File: src/rtl/quad_encoder_emitter.sv
// Quadrature encoder emitter: turns step requests into an (enc_a, enc_b) Gray
// sequence, optionally with LFSR-driven contact chatter on the switching line.
module quad_encoder_emitter #(
    parameter int          PHASE_CYCLES  = 16,
    parameter int          BOUNCE_CYCLES = 4,
    parameter logic [7:0]  LFSR_SEED     = 8'hA5
) (
    input  logic       clk,
    input  logic       reset,
    input  logic       step_valid,
    input  logic       step_dir,
    output logic       step_ready,
    input  logic       bounce_en,
    output logic       enc_a,
    output logic       enc_b,
    output logic       busy,
    output logic [7:0] position
);
    localparam logic [7:0] SEED       = (LFSR_SEED == 8'h00) ? 8'h01 : LFSR_SEED;
    localparam logic [7:0] PHASE_LAST = 8'(PHASE_CYCLES - 1);
    // Chatter applies while the HOLD cycle being produced is below BOUNCE_CYCLES,
    // i.e. while the counter is still above this threshold.
    localparam int         CHAT_THRESH = PHASE_CYCLES - BOUNCE_CYCLES;

    typedef enum logic {IDLE, HOLD} state_t;

    state_t     state;
    logic [7:0] cnt;
    logic [7:0] lfsr;
    logic [1:0] quad;
    logic [1:0] quad_old;
    logic       bounce_l;
    logic [1:0] quad_next;
    logic       lfsr_fb;

    // Gray step: cw 00->10->11->01, ccw 00->01->11->10
    assign quad_next = step_dir ? {~quad[0], quad[1]} : {quad[0], ~quad[1]};
    assign lfsr_fb   = lfsr[7] ^ lfsr[5] ^ lfsr[4] ^ lfsr[3];

    assign step_ready = (state == IDLE);
    assign busy       = (state == HOLD);

    always_ff @(posedge clk) begin
        if (reset) begin
            state    <= IDLE;
            cnt      <= 8'd0;
            lfsr     <= SEED;
            quad     <= 2'b00;
            quad_old <= 2'b00;
            bounce_l <= 1'b0;
            enc_a    <= 1'b0;
            enc_b    <= 1'b0;
            position <= 8'd0;
        end else begin
            lfsr <= {lfsr[6:0], lfsr_fb};
            case (state)
                IDLE: begin
                    if (step_valid) begin
                        quad_old <= quad;
                        quad     <= quad_next;
                        bounce_l <= bounce_en;
                        cnt      <= PHASE_LAST;
                        position <= step_dir ? position + 8'd1 : position - 8'd1;
                        state    <= HOLD;
                        {enc_a, enc_b} <= (bounce_en && (BOUNCE_CYCLES > 0) && !lfsr[0])
                                          ? quad : quad_next;
                    end
                end
                HOLD: begin
                    if (cnt == 8'd0) state <= IDLE;
                    else             cnt   <= cnt - 8'd1;
                    {enc_a, enc_b} <= (bounce_l && (int'(cnt) > CHAT_THRESH) && !lfsr[0])
                                      ? quad_old : quad;
                end
                default: state <= IDLE;
            endcase
        end
    end
endmodule

File: config.mk
export PLATFORM = sky130hd
export DESIGN_NAME = quad_encoder_emitter
export DESIGN_NICKNAME = d
export VERILOG_FILES = /design/src/rtl/quad_encoder_emitter.sv
export SDC_FILE = /design/constraint.sdc
export NUM_CORES = 1
export LEC_CHECK = 0
export ABC_AREA = 1
export BUFFER_PORTS_ARGS = -buffer_cell sky130_fd_sc_hd__buf_2
export CAP_MARGIN = 5
export CORE_UTILIZATION = 35
export CTS_CLUSTER_SIZE = 25
export DETAILED_ROUTE_END_ITERATION = 8
export PLACE_DENSITY = 0.49
export SLEW_MARGIN = 20
export SYNTH_ARGS = -nofsm -noshare
export SYNTH_HDL_FRONTEND = slang
export SYNTH_SLANG_ARGS = --single-unit
File: constraint.sdc
create_clock -name clk -period 2 [get_ports clk]
set_input_delay 0 -clock clk [delete_from_list [all_inputs] [get_ports clk]]
set_output_delay 0 -clock clk [all_outputs]
set_load 0.005 [all_outputs]
# After elaboration in Yosys (flattened, before gate mapping)
# Cells that the tools add are included.
# totals
register_bits	32
latchBits	0
ramBits	0
mem_bits_ro	0
in_bits	5
out_inout_bits	12
mem_count	0
# op_classes
n_addsub	3
multipliers	0
div_mod_pow	0
n_lt_le_gt_ge	1
eq_ne	2
n_shift	0
n_mux	14
n_bitwise	6
n_reduce_logical	7
# op_table
operator	count
$mux 8	3
$pmux 8 s2	1
$sub 8x1->8 const B	2
$add 8x1->8 const B	1
$gt 8x4->1 const B	1
$logic_not 8->1	1
$mux 2	3
$pmux 1 s2	3
$mux 1	4
$ne 2x2->1 const B	2
$reduce_and 2->1	2
$logic_and 1x1->1	3
$not 1->1	3
$xor 1x1->1	3
$logic_not 1->1	1

# Depth between registers and ports, before layout
# depth
ltp_word	5
mapped_depth	10
depth_no_buf	10

# Worst setup path before layout
# OpenSTA, ideal clock, no wires.
# synth_timing
path_kind	register to register
start	reg position[2]
end	reg position[7]
arrival_ps	1256
slack_ps	612
path_stages_with_launch	9
period_less_slack_ps	1388
path_cell_list	dfxtp_1 ha_1 or2_2 nand3_1 nand2_1 nand2_1 nand2_1 nand2_1 a21oi_1
# synth_between
elab_chain_len	2
word_cells_on_any_way	3
classes_between	add/sub: 2; mux: 1
# synth_lines
item	line	source
from (decl)	17	output logic [7:0] position
from (signal assigned)	63	position <= step_dir ? position + 8'd1 : position - 8'd1;
$sub 8x1->8 or $add 8x1->8 (tied branches)	63	
$mux 8 *	63	
# Mark *: on every way between the ends. The rest lies on a longest branch, timed or not.
# A chain may end at the register's enable or synchronous reset.

# Final worst setup path
# layout_timing
start	reg position[2]
end	reg position[5]
# Same word-level chain as after synthesis.

==> run metrics <==
status finished clean; layout cells sized above 1 0.1472; antenna violations before repair 0; Yosys top cell by area dfxtp_1; WL per Instance 10.45 um; Max Root-Sink Buffers 2; prevailing post-synth register cell dfxtp_1; Setup CP Type register to register; I/O pins 17; Area contributors post-synth dfxtp_1 (37%), inv_1 (9.4%), nand2_1 (9.0%); yosys warns 0; total track usage 0.1514; most instantiated library cell after synthesis inv_1; Finish-stage setup viols 0; Die H 72.01 um; final hold violations 0; routed wire length 3.470 mm; Synth async-reset ratio 0; Inserted Diodes 0; synth cell count leaders inv_1 (43), nand2_1 (41), dfxtp_1 (32), a21oi_1 (23); cells after synthesis 246; post_cts resized 0; MaxCap Viol Count 0; Starting Density 0.3632; Synth Register Bits 32; Area growth, synth to finish 14.66%; Buffers on Ports 16; nets 278; Post-Syn Area 1715 um2; top-area cell type share of the netlist area 0.3735; Reg clk slew, reported paths 0.08 ns; static leakage 0.9615 nW; crit path launch type register; vias in the first global route 1360; Vias 1466; fin crit share 0.7313; die area 5185 um2; Worst-Skew Late Latency 0.29 ns; slew margin rel. 0.7122; first-pass GRT wire length 6.044 mm; HPWL after DPL 2.522 mm; sequential share of the synthesized area 0.3735; maximum number of pins on one net before global-route repair 19; Fin Clk Skew 0.007956 ns; clock tree from TritonCTS built; Worst EP required 2.20 ns; initial drt markers 60; Clock Sinks 32; global route overflow 0; syn avg cell area 6.973 um2; Setup Buffers After CTS 0; Worst-Margin Slew 0.4312 ns; TNS Setup 0 ns; Net Count, Synth 260; Distinct cells, synth 25; minimum clock period 1.463 ns; Rows 25; Die X 72.01 um; Worst Path Max Fanout 4; CTS H-Tree Depth 2; core area 4723 um2; Slew Viols, Final 0; RSZ-0062 raised after global routing false; DR DRC count 0; final core occ 0.4164; DRT Pass-1 Iters 4; clk root buf clkbuf_8; hold-fix buffers at CTS 0; GPL Wtd Cong 0.8146; cts bufs inserted 5; Critical Path AT 1.66 ns; Max Freq 683.7 MHz; CP Capture Type register; maximum vdd drop 0.3656 mV; HP Class primary input to register; PD cells 925.8 nW/um2; vias per cell 4.416; post-detailed-route count of antenna-violating nets 0; Post-synth EDFFs 0
## worst paths after layout
| kind | from | end | slack (ns) | cells past startpoint |
|---|---|---|---|---|
| worst max-delay path | position[2] | position[5] | 0.54 | 8 |
| worst min-delay path | bounce_en | bounce_l | 0.05 | 3 |
| worst max register to register | position[2] | position[5] | 0.54 | 8 |
| worst min register to register | lfsr[6] | lfsr[7] | 0.41 | 1 |
## critical path, cell delays in order (launching register included)
cell and delay (ns):
dfxtp_1 0.33, ha_1 0.33, or2_2 0.31, nand4_1 0.14, nand2_1 0.07, nand2_1 0.06
nand3_1 0.06, nand2_1 0.06, inv_1 0.03
## registers in the layout, summed over array words and instances, names as in the netlist
| name | flops |
|---|---|
| lfsr | 8 |
| quad_old | 2 |
| bounce_l | 1 |
| cnt | 8 |
| enc_a | 1 |
| position | 8 |
| quad | 2 |
| enc_b | 1 |
| busy | 1 |
## cells in the final DEF (no fill, tap or decap)
cell,n
a21oi_1,23
dfxtp_1,32
nand2_1,41
nand2_2,2
clkinvlp_4,1
nor3_1,1
inv_1,43
nand3b_1,1
clkbuf_8,5
bufinv_16,1
o22ai_1,2
nor2_2,4
clkinv_2,1
nand3_1,22
buf_2,16
nand4_1,5
nor2_1,22
or2_1,1
xnor2_1,5
or2_2,6
o21ai_1,1
o211ai_1,2
inv_2,1
fa_1,1
ha_1,8
o21ai_0,14
buf_4,2
xor2_1,2
## layout make-up
type,count,area [um2]
Clock inverter,3,42.54
Tap cell,67,83.83
Multi-Input combinational cell,163,870.8
Timing Repair Buffer,18,95.09
Sequential cell,32,640.6
Clock buffer,5,68.82
Fill cell,489,2756
Inverter,44,165.2
## routing by layer
| metal | part of all wire | global-route usage | vias up |
|---|---|---|---|
| met4 | 0.014 | 0.05882 | 0 |
| met5 | 0 | 0 | - |
| met3 | 0.031 | 0.04167 | 6 |
| met2 | 0.42 | 0.2327 | 14 |
| li1 | - | - | 816 |
| met1 | 0.53 | 0.2024 | 630 |
## power by group
group	internal [mW]	switching (mW)
Sequential	0.705	0.0488
Clock	0.369	0.262
Combinational	0.175	0.262
Total	1.25	0.572
## cells by family (layout without fill, tap and decap cells)
family,count (synthesis),after routing,synth area share
flops,32,32,0.3734
buf+inv,51,70,0.1189
simple gates,105,105,0.2750
fa+ha+maj,9,9,0.07002
compound gates,42,42,0.1269
xor+xnor,7,7,0.03574
## metrics by stage
stage               cell area [um2]  setup slack [ns]  cells  power (mW)  hold slack [ns]
floorplan                      1715            0.6115    246       1.106           0.1917
global placement               1856            0.4883    324       1.211           0.3406
detailed placement             1856            0.4632    324       1.208           0.3489
CTS                            1967            0.5285    332       1.847          0.04430
global route                   1967            0.3452    332       1.953          0.08037
finish                         1967            0.5374    332       1.821          0.04568
No activity file was read; power rests on OpenSTA's default activity.
